**config.mk**
```make
export PLATFORM = sky130hd
export DESIGN_NAME = nfc_command_dispatch_flat
export DESIGN_NICKNAME = d
export VERILOG_FILES = /design/src/rtl/nfc_pkg.sv /design/src/rtl/nfc_command_dispatch_if.sv /design/src/rtl/nfc_prio_onehot.sv /design/src/rtl/nfc_command_dispatch.sv /design/src/flat_wrapper.sv
export SDC_FILE = /design/constraint.sdc
export NUM_CORES = 1
export LEC_CHECK = 0
export BUFFER_PORTS_ARGS = -buffer_cell sky130_fd_sc_hd__buf_2
export CORE_AREA = 2 2 295 297
export DETAILED_ROUTE_END_ITERATION = 10
export DIE_AREA = 0 0 297 299
export PLACE_DENSITY = 0.34
export SLEW_MARGIN = 20
export SYNTH_ARGS = -nofsm -noshare
export SYNTH_HDL_FRONTEND = slang
export SYNTH_SLANG_ARGS = --single-unit
```
**constraint.sdc**
```tcl
create_clock -name iSystemClock -period 5.4 [get_ports iSystemClock]
set_clock_uncertainty 0.15 [all_clocks]
set_input_delay 0.54 -clock iSystemClock [delete_from_list [all_inputs] [get_ports iSystemClock]]
set_output_delay 0.54 -clock iSystemClock [all_outputs]
set_load 0.01 [all_outputs]
```
**src/rtl/nfc_pkg.sv**
```systemverilog
// Shared NAND flash controller definitions: ACG bus field widths, idle values,
// command bit positions and the command-dispatch state type.
package nfc_pkg;

  localparam int AcgCommandWidth   = 8;
  localparam int AcgOptionWidth    = 3;
  localparam int AcgNumOfDataWidth = 16;
  localparam int AcgCADataWidth    = 40;

  localparam logic [AcgCommandWidth-1:0]   AcgIdleCommand       = '0;
  localparam logic [AcgOptionWidth-1:0]    AcgIdleCommandOption = '0;
  localparam logic [AcgNumOfDataWidth-1:0] AcgIdleNumOfData     = '0;
  localparam logic                         AcgIdleCASelect      = 1'b1;
  localparam logic [AcgCADataWidth-1:0]    AcgIdleCAData        = '0;

  // One-hot step requests inside the ACG Command byte
  localparam int AcgCmdBitCAOut      = 0;
  localparam int AcgCmdBitDataIn     = 1;
  localparam int AcgCmdBitDataOut    = 2;
  localparam int AcgCmdBitTimer      = 3;
  localparam int AcgCmdBitReadStatus = 4;
  localparam int AcgCmdBitPinCtrl    = 5;
  localparam int AcgCmdBitReserved6  = 6;
  localparam int AcgCmdBitReserved7  = 7;

  typedef enum logic [1:0] {
    StateIdle    = 2'd0,
    StateBusy    = 2'd1,
    StateRelease = 2'd2
  } dispatchState_t;

endpackage

```
**src/rtl/nfc_command_dispatch_if.sv**
```systemverilog
// Bundle between the command dispatcher, the per-command modules and the ACG layer.
// master is the dispatcher side, slave is the environment side.
interface nfc_command_dispatch_if
  import nfc_pkg::*;
#(
  parameter int NumberOfWays = 4,
  parameter int NumOfModules = 8
);
  logic                                      iCMDValid;
  logic                                      oCMDReady;
  logic [NumOfModules-1:0]                   iMod_Start;
  logic [NumOfModules-1:0]                   iMod_LastStep;
  logic [NumOfModules-1:0]                   iMod_CMDReady;
  logic [AcgCommandWidth*NumOfModules-1:0]   iMod_ACG_Command;
  logic [AcgOptionWidth*NumOfModules-1:0]    iMod_ACG_CommandOption;
  logic [NumberOfWays*NumOfModules-1:0]      iMod_ACG_TargetWay;
  logic [AcgNumOfDataWidth*NumOfModules-1:0] iMod_ACG_NumOfData;
  logic [NumOfModules-1:0]                   iMod_ACG_CASelect;
  logic [AcgCADataWidth*NumOfModules-1:0]    iMod_ACG_CAData;
  logic [7:0]                                iACG_LastStep;
  logic [8*NumOfModules-1:0]                 oMod_ACG_LastStep;
  logic [AcgCommandWidth-1:0]                oACG_Command;
  logic [AcgOptionWidth-1:0]                 oACG_CommandOption;
  logic [NumberOfWays-1:0]                   oACG_TargetWay;
  logic [AcgNumOfDataWidth-1:0]              oACG_NumOfData;
  logic                                      oACG_CASelect;
  logic [AcgCADataWidth-1:0]                 oACG_CAData;
  logic [NumOfModules-1:0]                   oOwner;
  logic                                      oMultiHit;
  logic                                      oUnknownCmd;
  logic                                      oTimeout;
  logic                                      iClearError;

  modport master (
    input  iCMDValid, iMod_Start, iMod_LastStep, iMod_CMDReady, iMod_ACG_Command,
           iMod_ACG_CommandOption, iMod_ACG_TargetWay, iMod_ACG_NumOfData,
           iMod_ACG_CASelect, iMod_ACG_CAData, iACG_LastStep, iClearError,
    output oCMDReady, oMod_ACG_LastStep, oACG_Command, oACG_CommandOption,
           oACG_TargetWay, oACG_NumOfData, oACG_CASelect, oACG_CAData,
           oOwner, oMultiHit, oUnknownCmd, oTimeout
  );

  modport slave (
    output iCMDValid, iMod_Start, iMod_LastStep, iMod_CMDReady, iMod_ACG_Command,
           iMod_ACG_CommandOption, iMod_ACG_TargetWay, iMod_ACG_NumOfData,
           iMod_ACG_CASelect, iMod_ACG_CAData, iACG_LastStep, iClearError,
    input  oCMDReady, oMod_ACG_LastStep, oACG_Command, oACG_CommandOption,
           oACG_TargetWay, oACG_NumOfData, oACG_CASelect, oACG_CAData,
           oOwner, oMultiHit, oUnknownCmd, oTimeout
  );
endinterface

```
**src/rtl/nfc_prio_onehot.sv**
```systemverilog
// Lowest-index one-hot select over a request vector, flagging when more than
// one request is present.
module nfc_prio_onehot #(
  parameter int Width = 8
) (
  input  logic [Width-1:0] req_i,
  output logic [Width-1:0] grant_o,
  output logic             multi_o
);

  // Two's-complement trick isolates the lowest set bit
  assign grant_o = req_i & (~req_i + Width'(1));
  assign multi_o = |(req_i & ~grant_o);

endmodule

```
**src/rtl/nfc_command_dispatch.sv**
```systemverilog
// Shares the single ACG bus among the command modules: admits one upstream
// command, grants the bus to the module whose start fired, holds it until that module's last step.
module nfc_command_dispatch
  import nfc_pkg::*;
#(
  parameter int          NumberOfWays   = 4,
  parameter int          NumOfModules   = 8,
  parameter logic [23:0] WatchdogCycles = 24'd1_000_000
) (
  input logic                    iSystemClock,
  input logic                    iReset,
  nfc_command_dispatch_if.master bus
);

  dispatchState_t          state_q, state_d;
  logic [NumOfModules-1:0] owner_q, owner_d;
  logic [NumOfModules-1:0] startSel;
  logic                    multiDet;
  logic                    accept;
  logic                    ownerDone;
  logic                    multiHit_q, multiHit_d;
  logic                    unknown_q, unknown_d;
  logic                    timeout_q, timeout_d;
  logic [23:0]             wdog_q, wdog_d;

  nfc_prio_onehot #(.Width(NumOfModules)) uPrio (
    .req_i   (bus.iMod_Start),
    .grant_o (startSel),
    .multi_o (multiDet)
  );

  assign accept    = (state_q == StateIdle) && bus.iCMDValid && (&bus.iMod_CMDReady);
  assign ownerDone = |(owner_q & bus.iMod_LastStep);

  always_ff @(posedge iSystemClock or posedge iReset) begin
    if (iReset) state_q <= StateIdle;
    else        state_q <= state_d;
  end

  always_comb begin
    state_d = state_q;
    case (state_q)
      StateIdle:    if (accept && (|bus.iMod_Start)) state_d = StateBusy;
      StateBusy:    if (ownerDone) state_d = StateRelease;
      StateRelease: state_d = StateIdle;
      default:      state_d = StateIdle;
    endcase
  end

  // Owner mux is AND-OR over the one-hot grant; idle values outside BUSY
  always_comb begin
    bus.oCMDReady          = (state_q == StateIdle) && (&bus.iMod_CMDReady);
    bus.oACG_Command       = '0;
    bus.oACG_CommandOption = '0;
    bus.oACG_TargetWay     = '0;
    bus.oACG_NumOfData     = '0;
    bus.oACG_CASelect      = 1'b0;
    bus.oACG_CAData        = '0;
    bus.oMod_ACG_LastStep  = '0;
    for (int k = 0; k < NumOfModules; k++) begin
      if (owner_q[k]) begin
        bus.oACG_Command       |= bus.iMod_ACG_Command[AcgCommandWidth*k +: AcgCommandWidth];
        bus.oACG_CommandOption |= bus.iMod_ACG_CommandOption[AcgOptionWidth*k +: AcgOptionWidth];
        bus.oACG_TargetWay     |= bus.iMod_ACG_TargetWay[NumberOfWays*k +: NumberOfWays];
        bus.oACG_NumOfData     |= bus.iMod_ACG_NumOfData[AcgNumOfDataWidth*k +: AcgNumOfDataWidth];
        bus.oACG_CASelect      |= bus.iMod_ACG_CASelect[k];
        bus.oACG_CAData        |= bus.iMod_ACG_CAData[AcgCADataWidth*k +: AcgCADataWidth];
        if (state_q == StateBusy) bus.oMod_ACG_LastStep[8*k +: 8] = bus.iACG_LastStep;
      end
    end
    if (state_q != StateBusy) begin
      bus.oACG_Command       = AcgIdleCommand;
      bus.oACG_CommandOption = AcgIdleCommandOption;
      bus.oACG_TargetWay     = '0;
      bus.oACG_NumOfData     = AcgIdleNumOfData;
      bus.oACG_CASelect      = AcgIdleCASelect;
      bus.oACG_CAData        = AcgIdleCAData;
    end
  end

  always_comb begin
    owner_d    = owner_q;
    multiHit_d = 1'b0;
    unknown_d  = 1'b0;
    wdog_d     = wdog_q;
    timeout_d  = timeout_q;
    if (bus.iClearError) timeout_d = 1'b0;
    if ((state_q == StateBusy) && (wdog_q == WatchdogCycles - 24'd1)) timeout_d = 1'b1;
    case (state_q)
      StateIdle: begin
        if (accept) begin
          if (|bus.iMod_Start) begin
            owner_d    = startSel;
            multiHit_d = multiDet;
            wdog_d     = '0;
          end else begin
            unknown_d  = 1'b1;
          end
        end
      end
      StateBusy: begin
        wdog_d = (wdog_q == 24'hFF_FFFF) ? wdog_q : wdog_q + 24'd1;
        if (ownerDone) owner_d = '0;
      end
      default: owner_d = '0;
    endcase
  end

  always_ff @(posedge iSystemClock or posedge iReset) begin
    if (iReset) begin
      owner_q    <= '0;
      multiHit_q <= 1'b0;
      unknown_q  <= 1'b0;
      timeout_q  <= 1'b0;
      wdog_q     <= '0;
    end else begin
      owner_q    <= owner_d;
      multiHit_q <= multiHit_d;
      unknown_q  <= unknown_d;
      timeout_q  <= timeout_d;
      wdog_q     <= wdog_d;
    end
  end

  assign bus.oOwner      = owner_q;
  assign bus.oMultiHit   = multiHit_q;
  assign bus.oUnknownCmd = unknown_q;
  assign bus.oTimeout    = timeout_q;

endmodule

```
**src/flat_wrapper.sv**
```systemverilog
// flat-port wrapper written by rule: the top's interface ports become plain ports
module nfc_command_dispatch_flat import nfc_pkg::*;
#(
  parameter int          NumberOfWays   = 4,
  parameter int          NumOfModules   = 8,
  parameter logic [23:0] WatchdogCycles = 24'd1_000_000
)
  (iSystemClock, iReset, bus_iCMDValid, bus_iMod_Start, bus_iMod_LastStep, bus_iMod_CMDReady, bus_iMod_ACG_Command, bus_iMod_ACG_CommandOption, bus_iMod_ACG_TargetWay, bus_iMod_ACG_NumOfData, bus_iMod_ACG_CASelect, bus_iMod_ACG_CAData, bus_iACG_LastStep, bus_iClearError, bus_oCMDReady, bus_oMod_ACG_LastStep, bus_oACG_Command, bus_oACG_CommandOption, bus_oACG_TargetWay, bus_oACG_NumOfData, bus_oACG_CASelect, bus_oACG_CAData, bus_oOwner, bus_oMultiHit, bus_oUnknownCmd, bus_oTimeout);
  nfc_command_dispatch_if #(.NumberOfWays(NumberOfWays), .NumOfModules(NumOfModules)) bus_i ();
  input logic iSystemClock;
  input logic iReset;
  input wire logic [$bits(bus_i.iCMDValid)-1:0] bus_iCMDValid;
  input wire logic [$bits(bus_i.iMod_Start)-1:0] bus_iMod_Start;
  input wire logic [$bits(bus_i.iMod_LastStep)-1:0] bus_iMod_LastStep;
  input wire logic [$bits(bus_i.iMod_CMDReady)-1:0] bus_iMod_CMDReady;
  input wire logic [$bits(bus_i.iMod_ACG_Command)-1:0] bus_iMod_ACG_Command;
  input wire logic [$bits(bus_i.iMod_ACG_CommandOption)-1:0] bus_iMod_ACG_CommandOption;
  input wire logic [$bits(bus_i.iMod_ACG_TargetWay)-1:0] bus_iMod_ACG_TargetWay;
  input wire logic [$bits(bus_i.iMod_ACG_NumOfData)-1:0] bus_iMod_ACG_NumOfData;
  input wire logic [$bits(bus_i.iMod_ACG_CASelect)-1:0] bus_iMod_ACG_CASelect;
  input wire logic [$bits(bus_i.iMod_ACG_CAData)-1:0] bus_iMod_ACG_CAData;
  input wire logic [$bits(bus_i.iACG_LastStep)-1:0] bus_iACG_LastStep;
  input wire logic [$bits(bus_i.iClearError)-1:0] bus_iClearError;
  output wire logic [$bits(bus_i.oCMDReady)-1:0] bus_oCMDReady;
  output wire logic [$bits(bus_i.oMod_ACG_LastStep)-1:0] bus_oMod_ACG_LastStep;
  output wire logic [$bits(bus_i.oACG_Command)-1:0] bus_oACG_Command;
  output wire logic [$bits(bus_i.oACG_CommandOption)-1:0] bus_oACG_CommandOption;
  output wire logic [$bits(bus_i.oACG_TargetWay)-1:0] bus_oACG_TargetWay;
  output wire logic [$bits(bus_i.oACG_NumOfData)-1:0] bus_oACG_NumOfData;
  output wire logic [$bits(bus_i.oACG_CASelect)-1:0] bus_oACG_CASelect;
  output wire logic [$bits(bus_i.oACG_CAData)-1:0] bus_oACG_CAData;
  output wire logic [$bits(bus_i.oOwner)-1:0] bus_oOwner;
  output wire logic [$bits(bus_i.oMultiHit)-1:0] bus_oMultiHit;
  output wire logic [$bits(bus_i.oUnknownCmd)-1:0] bus_oUnknownCmd;
  output wire logic [$bits(bus_i.oTimeout)-1:0] bus_oTimeout;
  assign bus_i.iCMDValid = bus_iCMDValid;
  assign bus_i.iMod_Start = bus_iMod_Start;
  assign bus_i.iMod_LastStep = bus_iMod_LastStep;
  assign bus_i.iMod_CMDReady = bus_iMod_CMDReady;
  assign bus_i.iMod_ACG_Command = bus_iMod_ACG_Command;
  assign bus_i.iMod_ACG_CommandOption = bus_iMod_ACG_CommandOption;
  assign bus_i.iMod_ACG_TargetWay = bus_iMod_ACG_TargetWay;
  assign bus_i.iMod_ACG_NumOfData = bus_iMod_ACG_NumOfData;
  assign bus_i.iMod_ACG_CASelect = bus_iMod_ACG_CASelect;
  assign bus_i.iMod_ACG_CAData = bus_iMod_ACG_CAData;
  assign bus_i.iACG_LastStep = bus_iACG_LastStep;
  assign bus_i.iClearError = bus_iClearError;
  assign bus_oCMDReady = bus_i.oCMDReady;
  assign bus_oMod_ACG_LastStep = bus_i.oMod_ACG_LastStep;
  assign bus_oACG_Command = bus_i.oACG_Command;
  assign bus_oACG_CommandOption = bus_i.oACG_CommandOption;
  assign bus_oACG_TargetWay = bus_i.oACG_TargetWay;
  assign bus_oACG_NumOfData = bus_i.oACG_NumOfData;
  assign bus_oACG_CASelect = bus_i.oACG_CASelect;
  assign bus_oACG_CAData = bus_i.oACG_CAData;
  assign bus_oOwner = bus_i.oOwner;
  assign bus_oMultiHit = bus_i.oMultiHit;
  assign bus_oUnknownCmd = bus_i.oUnknownCmd;
  assign bus_oTimeout = bus_i.oTimeout;
  nfc_command_dispatch #(.NumberOfWays(NumberOfWays), .NumOfModules(NumOfModules), .WatchdogCycles(WatchdogCycles)) u_core (.iSystemClock(iSystemClock), .iReset(iReset), .bus(bus_i));
endmodule
```
Word-level counts from Yosys, hierarchy flattened
Cells that the tools add are included.
{"block": "classes", "n_addsub": 2, "multipliers": 0, "div": 0, "order_cmp": 0, "eq_ne": 9, "n_shift": 0, "n_mux": 82, "bitwise": 47, "n_reduce_logical": 15}
{"operator": "$mux 40", "n": 9}
{"operator": "$or 40x40->40", "n": 7}
{"operator": "$mux 8", "n": 21}
{"operator": "$mux 16", "n": 9}
{"operator": "$or 16x16->16", "n": 7}
{"operator": "$mux 24", "n": 3}
{"operator": "$or 8x8->8", "n": 7}
{"operator": "$pmux 24 s2", "n": 1}
{"operator": "$mux 4", "n": 9}
{"operator": "$or 4x4->4", "n": 7}
{"operator": "$mux 3", "n": 9}
{"operator": "$add 24x1->24 const B", "n": 1}
{"operator": "$and 8x8->8", "n": 3}
{"operator": "$eq 24x20->1 const B", "n": 1}
{"operator": "$eq 24x24->1 const B", "n": 1}
{"operator": "$reduce_or 8->1", "n": 3}
{"operator": "$or 3x3->3", "n": 7}
{"operator": "$mux 1", "n": 17}
{"operator": "$not 8->8", "n": 2}
{"operator": "$pmux 8 s2", "n": 1}
{"operator": "$add 8x1->8 const B", "n": 1}
{"operator": "$reduce_and 8->1", "n": 1}
{"operator": "$or 1x1->1", "n": 7}
{"operator": "$ne 2x1->1 const B", "n": 3}
{"operator": "10 further kinds", "n": 18}
{"block": "totals", "ff_bits": 37, "latchBits": 0, "ramBits": 0, "rom_bits": 0, "in_bits": 612, "out_inout_bits": 148, "elab_cells": 161, "n_memories": 0}

Longest topological paths before layout
Gate-level depths: netlist of the first run.
{"block": "logic_depth", "word_depth": 16, "mapped_depth": 8, "ltp_nobuf": 6}

Cells and area by module
A second synthesis of the first run with hierarchy kept.
{"block": "unflattened", "hier_cells": 770, "area_unflattened_um2": 5944.5}
{"module": "nfc_command_dispatch", "n_inst": 1, "cells_per_inst": 752, "area_per_inst_um2": 5798.1, "seq_area_each_um2": 925.9}
{"module": "nfc_prio_onehot", "n_inst": 1, "cells_per_inst": 18, "area_per_inst_um2": 146.4, "seq_area_each_um2": 0.0}

Worst setup path before layout of the first run
No wires, ideal clock.
{"block": "synth_timing", "path_kind": "input to register", "startpoint": "input bus_iMod_CMDReady[5]", "endpoint": "register u_core.wdog_q[3]", "setup_time_ns": 0.078, "t_arrival_ns": 1.955, "t_required_ns": 5.172, "setup_slack_ns": 3.217, "stages": 7, "n_path_buf": 2, "path_cell_list": "and4_1 > and4_1 > buf_2 > o21ai_1 > buf_2 > or4_1 > a21oi_1"}
{"block": "synth_via", "elab_chain_len": 4}
{"item": "from (decl)", "line": "flat_wrapper.sv:15", "rtl": "input wire logic [$bits(bus_i.iMod_CMDReady)-1:0] bus_iMod_CMDReady;"}
{"item": "$reduce_and 8->1", "line": "nfc_command_dispatch.sv:32", "rtl": "assign accept = (state_q == StateIdle) && bus.iCMDValid && (&bus.iMod_CMDReady);"}
{"item": "$logic_and 1x1->1", "line": "nfc_command_dispatch.sv:32"}
{"item": "$ne 2x1->1 (no line)"}
{"item": "$reduce_and 4->1 (no line)"}
{"item": "to (signal assigned)", "line": "nfc_command_dispatch.sv:121", "rtl": "wdog_q <= wdog_d;"}
{"item": "to (decl)", "line": "nfc_command_dispatch.sv:24", "rtl": "logic [23:0] wdog_q, wdog_d;"}
Every way passes these cells.
A chain may end at the register's enable or synchronous reset.

Worst setup path after layout of the first run
{"block": "layout_timing", "startpoint": "register u_core.owner_q[3], in the netlist u_core.bus.oOwner[3]", "endpoint": "output bus_oACG_Command[0]"}
{"block": "layout_via", "elab_chain_len": 10}
{"item": "from (decl)", "line": "nfc_command_dispatch.sv:16", "rtl": "logic [NumOfModules-1:0] owner_q, owner_d;"}
{"item": "from (signal assigned)", "line": "nfc_command_dispatch.sv:117", "rtl": "owner_q <= owner_d;"}
{"item": "$mux 8 *", "line": "nfc_command_dispatch.sv:61", "rtl": "if (owner_q[k]) begin"}
{"item": "$or 8x8->8", "line": "nfc_command_dispatch.sv:62", "rtl": "bus.oACG_Command |= bus.iMod_ACG_Command[AcgCommandWidth*k +: AcgCommandWidth];"}
{"item": "$mux 8 *", "line": "nfc_command_dispatch.sv:61"}
{"item": "$or 8x8->8", "line": "nfc_command_dispatch.sv:62"}
{"item": "$mux 8 *", "line": "nfc_command_dispatch.sv:61"}
{"item": "$or 8x8->8", "line": "nfc_command_dispatch.sv:62"}
{"item": "$mux 8 *", "line": "nfc_command_dispatch.sv:61"}
{"item": "$or 8x8->8", "line": "nfc_command_dispatch.sv:62"}
{"item": "$mux 8 *", "line": "nfc_command_dispatch.sv:61"}
{"item": "$mux 8 *", "line": "nfc_command_dispatch.sv:71", "rtl": "if (state_q != StateBusy) begin"}
{"item": "to (decl)", "line": "flat_wrapper.sv:26", "rtl": "output wire logic [$bits(bus_i.oACG_Command)-1:0] bus_oACG_Command;"}
Every way passes the cells marked *; elsewhere a longest branch is shown, timed or not.

==> run summary, run 1 <==
* Global Route Usage Sum: 14.1%
* data arrival time of the critical path: 2.76 ns
* number of library cell types mapped by synthesis: 48
* antenna violations before repair: 24
* area grow syn2layout: 94.3%
* maximum level of the CTS H-tree: 2
* mux share of post-synthesis cell area: 0.705%
* class of the worst hold path: input pin to asynchronous set/reset pin
* peak supply drop: 0.000166 V
* hold buffer count at CTS: 0
* crit share post-route: 64.0%
* setup_tns: 0 ns
* worst-case setup margin in the final layout: 1.95 ns
* share of synthesized flip-flops with an asynchronous set or reset: 100%
* average cell area after synthesis: 7.63 µm²
* via count normalized by instance count: 4.10
* number of hold-slack violations in the final timing report: 0
* WS Path Type: flip-flop to primary output
* post-synthesis sequential area ratio: 16.3%
* leakage power: 0.00495 µW
* post-cts resize count: 0
* # DRC: 0
* Slowest Stage Delay on Critical Path: 0.79 ns
* count of filler cells inserted in the layout: 10,100
* total instance count after detailed placement: 2,589
* Max-cap violations: 0
* area of the core: 85,900 µm²
* category of the worst setup path launch point: flip-flop
* count of buffering cells on the critical path with inverters included: 2
* Crit path required time: 4.71 ns
* normalized max-slew margin: 35.3%
* wire length per cell: 25.7 µm
* Top-Level Pins: 760
* Final Max Slew Viols: 0
* Synth Register Bits: 37
* DP Worst Slack: 2.13 ns
* number of buffers created by CTS: 5
* final weighted congestion in routability-driven placement: 0.983
* Most used DFF post-synth: dfrtp_1
* number of buffers inserted to repair setup after CTS: 0
* EDFF count, synth: 0
* remaining number of nets flagged by the antenna check after routing: 0
* maximum number of pins on one net before global-route repair: 51
* summed instance area of the synthesized netlist: 5680 µm²
* vias after detailed routing: 10,700
* slowest cell on the critical path: a41oi_1
* maximum fanout along the worst path: 32
* sum of net half-perimeters after detailed placement: 56,500 µm
* category of cells accounting for the largest share of critical-path delay: compound AO/OA/AOI/OAI gates
* Layout Cells excl Fill: 2,607
* Pwr Density: 81.4 nW/µm²
* die area: 88,800 µm²
* detailed router's first-iteration violation count: 990
* element type at the critical path end: primary output
* synthesized-area fraction occupied by and/or/nand/nor cells: 18.7%
* CTS tree: done
* cell count after synthesis: 745
* port buffer count: 759
* clock insertion delay at the later pin of the skew report: 0.28 ns
* wire length reported by the detailed router: 67,100 µm
* residual overflow from global routing: 0
* xor/xnor share of the synthesized area: 0%
* drt first pass iters: 7
* Yosys warnings: 0
* clock sink total: 37
* arithmetic-cell share of the synthesized area counting full adders, half adders and majority gates: 0.396%
* overall die height: 299 µm
* net count after synthesis: 1,358
* vias in the first global route: 10,500
* cells along the critical path: buf_4 -> a22oi_1 -> a41oi_1 -> buf_2
* share of the synthesized area in compound gates (AO/OA/AOI/OAI): 57.0%
* CTS clk-pin slew, worst paths: 0.07 ns
* shortest clock period the worst path allows after layout: 3.45 ns
* highest achievable clock rate: 290 MHz
* status: finished clean
* setup repair after global routing missed its margin: no
* clock tree root driver cell: clkbuf_16
* number of failing setup endpoints in the final timing report: 0
* Max clock buf depth: 2
* fraction of final layout cells sized beyond drive strength 1: 56.2%
* Core Rows: 108
* nets@finish: 2,054
* first-pass GRT wire length: 88,100 µm
* Die Width: 297 µm
* largest family of logic cells by synthesized area: compound AO/OA/AOI/OAI gates
* initial cell density of the core: 6.61%
* Worst Max-Slew Pin Slew: 0.971 ns
worst register-to-register path: cells and delay by family, from the launching register on:
family / cells / cell delay [ns]
DFF: 1 / 0.46
muxes: 1 / 0.16
and+or+nand+nor: 4 / 1.95
logic make-up after synthesis:
kind of cell	Yosys count
compound gates	425
fa+ha+maj	2
mux	4
buf+inv	103
simple gates	174
flops	37
through the flow:
stage	utilization, %	hold slack [ns]	cell area, µm²	total power, µW
2_1_floorplan	-	0.366	5680	292
3_3_place_gp	12.6	0.416	10800	563
3_5_place_dp	12.6	0.428	10800	560
4_1_cts	12.8	0.258	11000	907
5_1_grt	12.8	0.287	11000	937
6_report	12.8	0.231	11000	899
final cells by class:
cell class              count  area [µm²]  area share [%]
inverters                   6        22.5           0.204
clock inverters             3        46.3           0.419
multi-input cells         605        4380            39.7
clock buffers               5         125            1.13
repair buffers            786        4040            36.6
flip-flops and latches     37         956            8.66
well taps                1155        1450            13.1
diodes                     10        25.0           0.227
cell usage in the layout (no fill, tap or decap), types with 4 or more instances in the layout:
master	netlist	routed
and4_1	7	7
nand4_1	11	11
o21ai_0	11	11
inv_1	6	6
nor2_1	10	10
nor3_1	5	5
a41oi_1	71	71
dfrtp_1	37	29
o31ai_1	9	9
a32o_1	5	5
diode_2	0	10
nand3_1	14	14
buf_4	0	24
or4_1	14	14
nand2b_1	7	6
a21oi_1	18	17
nor4_1	7	7
buf_2	5	759
dfrtp_4	0	8
a22oi_1	288	288
nand2_1	13	13
mux2i_1	4	4
or3_1	7	7
clkbuf_16	0	5
and3_1	67	67
path summary, 6_finish.rpt:
check                                                 start                                to  slack, ns  cells past startpoint
hold / removal                                       iReset   u_core.bus.oTimeout$_DFFE_PP0P_       0.23                      3
min in group iSystemClock   u_core.bus.oTimeout$_DFFE_PP0P_   u_core.bus.oTimeout$_DFFE_PP0P_       0.41                      2
setup reg to reg              u_core.state_q[1]$_DFFE_PP0P_     u_core.wdog_q[13]$_DFFE_PP0P_       2.55                      5
hold reg to reg             u_core.bus.oTimeout$_DFFE_PP0P_   u_core.bus.oTimeout$_DFFE_PP0P_       0.41                      2
setup / recovery           u_core.bus.oOwner[3]$_DFFE_PP0P_               bus_oACG_Command[0]       1.95                      4
max in group asynchronous                            iReset  u_core.bus.oOwner[4]$_DFFE_PP0P_       4.47                      3
cell usage after synthesis (all sizes together), types with 4 or more instances:
master    n  area share, %
o31ai    10            1.4
or3       7           0.77
nand2b    7           0.77
dfrtp    37             16
a22oi   288             38
nand3    14            1.2
and3     67            7.4
a41oi    71             11
a32o      5           0.88
a21oi    18            1.6
buf      25            1.8
nor2     10           0.66
mux2i     4           0.70
nor3      5           0.44
nand2    13           0.86
nand4    12            1.4
and4      7            1.1
clkbuf   72            4.8
inv       6           0.40
o21ai    12            1.1
nor4      7           0.77
or4      14            1.8
sequential cells by signal (all words and copies together), names as in the netlist:
name	cells
u_core.bus.oMultiHit	1
u_core.bus.oOwner	8
u_core.bus.oTimeout	1
u_core.bus.oUnknownCmd	1
u_core.state_q	2
u_core.wdog_q	24
routing by layer:
| layer | GRT usage, % | vias to the layer above | wire [µm] |
|---|---|---|---|
| met5 | 0 | - | 54 |
| met4 | 2.99 | 8 | 1610 |
| li1 | - | 4636 | - |
| met3 | 3.60 | 103 | 5680 |
| met2 | 23.1 | 746 | 31100 |
| met1 | 18.5 | 5207 | 28600 |
power by group:
group / total, µW / switching [µW] / internal (µW)
sequential: 277 / 0.0000000000000239 / 277
combinational: 278 / 119 / 159
clock: 344 / 125 / 219
total: 899 / 245 / 655
Note: power is estimated with default switching activity, not from simulation.
==> run 2: changes to the inputs <==
--- a/config.mk
+++ b/config.mk
@@ -6,10 +6,10 @@
 export NUM_CORES = 1
 export LEC_CHECK = 0
 export BUFFER_PORTS_ARGS = -buffer_cell sky130_fd_sc_hd__buf_2
-export CORE_AREA = 2 2 295 297
+export CORE_AREA = 2 2 297 299
 export DETAILED_ROUTE_END_ITERATION = 10
-export DIE_AREA = 0 0 297 299
-export PLACE_DENSITY = 0.34
+export DIE_AREA = 0 0 299 301
+export PLACE_DENSITY = 0.35
 export SLEW_MARGIN = 20
 export SYNTH_ARGS = -nofsm -noshare
 export SYNTH_HDL_FRONTEND = slang
==> constraint.sdc (replaced) <==
create_clock -name iSystemClock -period 2.79 [get_ports iSystemClock]
set_clock_uncertainty 0.15 [all_clocks]
set_input_delay 0.279 -clock iSystemClock [delete_from_list [all_inputs] [get_ports iSystemClock]]
set_output_delay 0.279 -clock iSystemClock [all_outputs]
set_load 0.01 [all_outputs]
==> run 2 against run 1 <==
- the flow now finishes with violations (hold timing)
- worst setup slack got worse by 1.9 ns
- routed wire length is 1.2% higher
- worst hold slack worse by 0.25 ns
- total power increased by 94%
- critical path depth is 1 higher
- design area up 4.4%
- flip-flop and latch count is the same
- register-to-register slack got worse by 2.1 ns
- sequential power grew 94%
- first-iteration DRC count down 3.7%
- global-route usage fell by 0.087 points
- final cell count increased by 1.5%
- largest power group unchanged
==> run summary, run 2 (synthesized netlist as in run 1, its figures left out) <==
* status: complete, but fails checks
* violations in the final reports: hold timing
* worst r2r path cells: 6, +1
* Core Rows: 108, unchanged
* antenna violations before repair: 22, -8.3%
* remaining number of nets flagged by the antenna check after routing: 0, unchanged
* maximum number of pins on one net before global-route repair: 69, +35%
* fraction of the core area covered by cells at the end of the flow: 13.3%, +0.49 points
* Final Max Slew Viols: 0, unchanged
* Pwr Density: 151 nW/µm², +86%
* vias after detailed routing: 10,500, -1.9%
* leakage power: 0.00521 µW, +5.2%
* count of filler cells inserted in the layout: 10,100, -0.22%
* sum of net half-perimeters after detailed placement: 57,700 µm, +2.2%
* first-pass GRT wire length: 88,100 µm, about the same
* met3 Track Usage GR: 4.96%, +1.4 points
* overall die height: 301 µm, +0.67%
* wire length per cell: 25.7 µm, -0.32%
* Crit path required time: 2.36 ns, -2.35 ns
* vias in the first global route: 10,600, +0.49%
* wire length reported by the detailed router: 67,900 µm, +1.2%
* number of buffers created by CTS: 5, unchanged
* worst slack on hold paths: -0.0169 ns, -0.248 ns
* most utilized layer in the global route result: met2
* residual overflow from global routing: 0, unchanged
* Global Route Usage Sum: 14.0%, -0.087 points
* met2 GRT Util: 23.9%, +0.81 points
* maximum fanout along the worst path: 9, -72%
* clock insertion delay at the later pin of the skew report: 0.28 ns, about the same
* clock sink total: 37, unchanged
* element type at the critical path end: primary output
* final design area excluding fillers: 11,500 µm², +4.4%
* WS Path Type: flip-flop to primary output
* number of failing setup endpoints in the final timing report: 0, unchanged
* via count normalized by instance count: 3.97, -3.4%
* Top-Level Pins: 760, unchanged
* CTS tree: done
* register name with the most flops: u_core.wdog_q
* initial cell density of the core: 6.57%, -0.041 points
* drt first pass iters: 5, -2
* most used cells in the layout excluding fill and tap cells: buf_2, a22oi_1, a41oi_1
* category of the worst setup path launch point: flip-flop
* port buffer count: 759, unchanged
* met1 track demand over resource in global routing: 16.1%, -2.4 points
* shortest clock period the worst path allows after layout: 2.70 ns
* number of hold-slack violations in the final timing report: 37, +37
* # DRC: 0, unchanged
* final weighted congestion in routability-driven placement: 0.903, -8.1%
* die area: 90,000 µm², +1.3%
* crit share post-route: 96.9%
* detailed router's first-iteration violation count: 953, -3.7%
* Worst Max-Slew Pin Slew: 0.760 ns, -0.212 ns
* beginning of the worst register-to-register path: u_core.state_q[1]$_DFFE_PP0P_
* normalized max-slew margin: 49.4%, +14 points
* clock tree root driver cell: clkbuf_16
* nets@finish: 2,095, +2.0%
* data arrival time of the critical path: 2.27 ns, -0.49 ns
* Max-cap violations: 0, unchanged
* peak supply drop: 0.000190 V, +14%
* fraction of final layout cells sized beyond drive strength 1: 57.5%, +1.3 points
* area grow syn2layout: 103%
* Max clock buf depth: 2, unchanged
* flip-flop count of the largest register after layout: 24, unchanged
* maximum level of the CTS H-tree: 2, unchanged
* class of the worst hold path: input pin to asynchronous set/reset pin
* area of placed instances: 11,200 µm², +3.5%
* CTS clk-pin slew, worst paths: 0.06 ns, about the same
* Storage cell area: 956 µm², unchanged
* multi-input gate area in the final layout: 4410 µm², +0.66%
* most common cell after layout, fill and taps aside: buf_2
* Design Power: 1740 µW, +94%
* setup_tns: 0 ns, unchanged
* area of the core: 86,500 µm², +0.63%
* highest achievable clock rate: 370 MHz
* hold buffer count at CTS: 0, unchanged
* source of the critical timing path: u_core.bus.oOwner[2]$_DFFE_PP0P_
* setup repair after global routing missed its margin: no
* Die Width: 299 µm, +0.67%
run 2: area by class of cell:
cell class	count	share of cell area, %
sequential	37	8.29
clock inverter	1	0.260
tap	1155	12.5
timing repair buffer	827	39.1
clock buffer	7	1.24
antenna	8	0.174
multi-input combinational	605	38.2
inverter	6	0.195
run 2: report_power, final:
part	switching, µW	internal, µW
registers	0.0000000000000390	536
logic	220	307
clock network	232	447
total	452	1290
run 2: path summary, 6_finish.rpt:
kind / end / slack [ns]
worst max-delay path: bus_oACG_CAData[27] / 0.09
min in group iSystemClock: u_core.bus.oOwner[2]$_DFFE_PP0P_ / 0.17
max in group asynchronous: u_core.bus.oOwner[7]$_DFFE_PP0P_ / 2.10
worst max register to register: u_core.wdog_q[11]$_DFFE_PP0P_ / 0.50
worst min-delay path: u_core.wdog_q[15]$_DFFE_PP0P_ / -0.02
worst min register to register: u_core.wdog_q[23]$_DFFE_PP0P_ / 0.43
run 2: metal layers:
| layer | wire length (µm) | vias to the layer above | share of wire [%] |
|---|---|---|---|
| met5 | 41 | - | 0.060 |
| met4 | 2510 | 6 | 3.7 |
| met3 | 7130 | 77 | 11 |
| met2 | 32500 | 721 | 48 |
| met1 | 25700 | 4976 | 38 |
| li1 | - | 4713 | - |
run 2: worst max-delay path: stages (launching register included):
cell,delay (ns)
dfrtp_4,0.59
buf_12,0.20
buf_4,0.18
a22oi_1,0.60
a41oi_1,0.21
buf_2,0.19
run 2: through the flow:
stage,instances,setup WS [ns]
2_1_floorplan,745,0.748
3_3_place_gp,2624,0.0188
3_5_place_dp,2624,-0.0536
4_1_cts,2636,0.00837
5_1_grt,2643,0.0640
6_report,2646,0.0861
run 2: repair_timing:
action	4_1_cts	5_1_grt
gates resized for setup	3	1
setup buffers	4	2
setup endpoints to repair	3	2
==> run 3: changes to the inputs <==
==> constraint.sdc (replaced) <==
create_clock -name iSystemClock -period 2.79 [get_ports iSystemClock]
set_clock_uncertainty 0.15 [all_clocks]
set_input_delay 0.279 -clock iSystemClock [delete_from_list [all_inputs] [get_ports iSystemClock]]
set_output_delay 0.279 -clock iSystemClock [all_outputs]
set_load 0.05 [all_outputs]
==> run 3 against run 2 <==
- worst hold slack got worse by 0.0047 ns
- sequential share of layout area about the same
- critical path type unchanged
- register-to-register slack improved by 0.04 ns
- design area is 0.60% higher
- largest cell class unchanged
- the run still ends with hold timing left
==> run summary, run 3 (synthesized netlist as in run 1, its figures left out) <==
* status: complete, but fails checks
* violations in the final reports: hold timing
* drt first pass iters: 7, +2
* clock sink total: 37, unchanged
* count of buffering cells on the critical path with inverters included: 3, unchanged
* vias in the first global route: 10,600, -0.34%
* clock insertion delay at the later pin of the skew report: 0.29 ns, about the same
* maximum number of pins on one net before global-route repair: 69, unchanged
* WS Path Type: flip-flop to primary output
* flip-flop count of the largest register after layout: 24, unchanged
* antenna violations before repair: 23, +4.5%
* die area: 90,000 µm², unchanged
* CTS clk-pin slew, worst paths: 0.07 ns, about the same
* leakage power: 0.00518 µW, -0.60%
* area grow syn2layout: 104%
* via count normalized by instance count: 4.01, +1.2%
* # DRC: 0, unchanged
* first-pass GRT wire length: 88,100 µm, about the same
* normalized max-slew margin: 53.7%, +4.3 points
* worst slack on hold paths: -0.0216 ns, -0.00468 ns
* worst-case setup margin in the final layout: 0.106 ns, +0.0200 ns
* cell mode on critical path: buf_4
* shortest clock period the worst path allows after layout: 2.68 ns, -0.0200 ns
* number of failing setup endpoints in the final timing report: 0, unchanged
* port buffer count: 759, unchanged
* setup repair after global routing missed its margin: no
* vias after detailed routing: 10,600, +0.90%
* register name with the most flops: u_core.wdog_q
* Die Width: 299 µm, unchanged
* Design Power: 1670 µW, -4.2%
* nets@finish: 2,088, -0.33%
* Final Max Slew Viols: 0, unchanged
* category of the worst setup path launch point: flip-flop
* element type at the critical path end: primary output
* final weighted congestion in routability-driven placement: 0.913, +1.1%
* overall die height: 301 µm, unchanged
* most common cell after layout, fill and taps aside: buf_2
* residual overflow from global routing: 0, unchanged
* initial cell density of the core: 6.57%, unchanged
* slowest cell on the critical path: dfrtp_4
* Crit path required time: 2.36 ns, about the same
* DP Worst Slack: 0.184 ns, +0.238 ns
* Max-cap violations: 0, unchanged
* Top-Level Pins: 760, unchanged
* setup_tns: 0 ns, unchanged
* wire length per cell: 26.1 µm, +1.7%
* number of hold-slack violations in the final timing report: 30, -19%
* CTS tree: done
* hold buffer count at CTS: 0, unchanged
* most used cells in the layout excluding fill and tap cells: buf_2, a22oi_1, and3_1
* sum of net half-perimeters after detailed placement: 59,000 µm, +2.3%
* number of buffers inserted to repair setup after CTS: 0, -4
* fraction of the core area covered by cells at the end of the flow: 13.4%, +0.080 points
* class of the worst hold path: input pin to asynchronous set/reset pin
* peak supply drop: 0.000248 V, +30%
* remaining number of nets flagged by the antenna check after routing: 0, unchanged
* Max clock buf depth: 2, unchanged
* highest achievable clock rate: 373 MHz, +0.75%
* area of the core: 86,500 µm², unchanged
* data arrival time of the critical path: 2.25 ns, -0.02 ns
* maximum level of the CTS H-tree: 2, unchanged
* fraction of final layout cells sized beyond drive strength 1: 57.5%, +0.069 points
* wire length reported by the detailed router: 68,800 µm, +1.4%
* detailed router's first-iteration violation count: 1,120, +18%
* maximum fanout along the worst path: 18, +9
* Core Rows: 108, unchanged
* Worst Max-Slew Pin Slew: 0.692 ns, -0.0679 ns
* clock tree root driver cell: clkbuf_16
* category of cells accounting for the largest share of critical-path delay: buffers and inverters
* number of buffers created by CTS: 5, unchanged
* Pwr Density: 144 nW/µm², -4.8%
* Global Route Usage Sum: 14.1%, +0.11 points
* Slowest Stage Delay on Critical Path: 0.62 ns, +0.02 ns
* crit share post-route: 96.2%, -0.72 points
* cells along the critical path: buf_4 -> buf_4 -> a22oi_1 -> a41oi_2 -> buf_2
run 3: through the flow:
stage / cells / cell area (µm²)
global route: 2635 / 11600
floorplan: 745 / 5680
global placement: 2623 / 11400
CTS: 2631 / 11600
detailed placement: 2623 / 11400
finish: 2637 / 11600
run 3: worst register-to-register path, stage by stage (launching register included):
cell,delay (ns)
dfrtp_1,0.46
nand2b_4,0.30
a221oi_1,0.27
nand4_1,0.24
o31ai_2,0.15
buf_4,0.23
a32o_1,0.33
run 3: power by group:
| group | switching [µW] | internal [µW] |
|---|---|---|
| Clock | 264 | 334 |
| Combinational | 229 | 307 |
| Sequential | 0.0000000000000530 | 536 |
| Total | 493 | 1180 |
run 3: what timing repair did:
item	4_1_cts	5_1_grt
gates cloned	0	0
resized for setup	5	2
endpoints found under the hold margin	0	0
setup endpoints to repair	5	2
run 3: final timing paths:
check | from | endpoint | slack, ns | depth (start not counted)
worst max-delay path | u_core.bus.oOwner[4]$_DFFE_PP0P_ | bus_oACG_CAData[26] | 0.11 | 5
worst min-delay path | iReset | u_core.bus.oOwner[4]$_DFFE_PP0P_ | -0.02 | 3
worst max register to register | u_core.state_q[1]$_DFFE_PP0P_ | u_core.bus.oOwner[4]$_DFFE_PP0P_ | 0.54 | 6
worst min register to register | u_core.wdog_q[23]$_DFFE_PP0P_ | u_core.wdog_q[23]$_DFFE_PP0P_ | 0.44 | 2
max in group asynchronous | iReset | u_core.bus.oOwner[7]$_DFFE_PP0P_ | 2.08 | 3
min in group iSystemClock | bus_iMod_Start[6] | u_core.bus.oOwner[6]$_DFFE_PP0P_ | 0.19 | 2
run 3: routing by layer:
layer	global-route usage, %	vias to the layer above	share of wire (%)
met4	5.06	6	3.8
met2	23.8	773	47
met3	4.91	83	11
li1	-	4698	-
met1	16.4	5027	38
met5	0	-	0.051
run 3: layout make-up:
cell class / instances / area [µm²]
Sequential cell: 37 / 956
Timing Repair Buffer: 820 / 4590
Antenna cell: 6 / 15.0
Tap cell: 1155 / 1450
Clock buffer: 5 / 125
Inverter: 6 / 22.5
Clock inverter: 3 / 21.3
Multi-Input combinational cell: 605 / 4420
Fill cell: 10200 / 74900
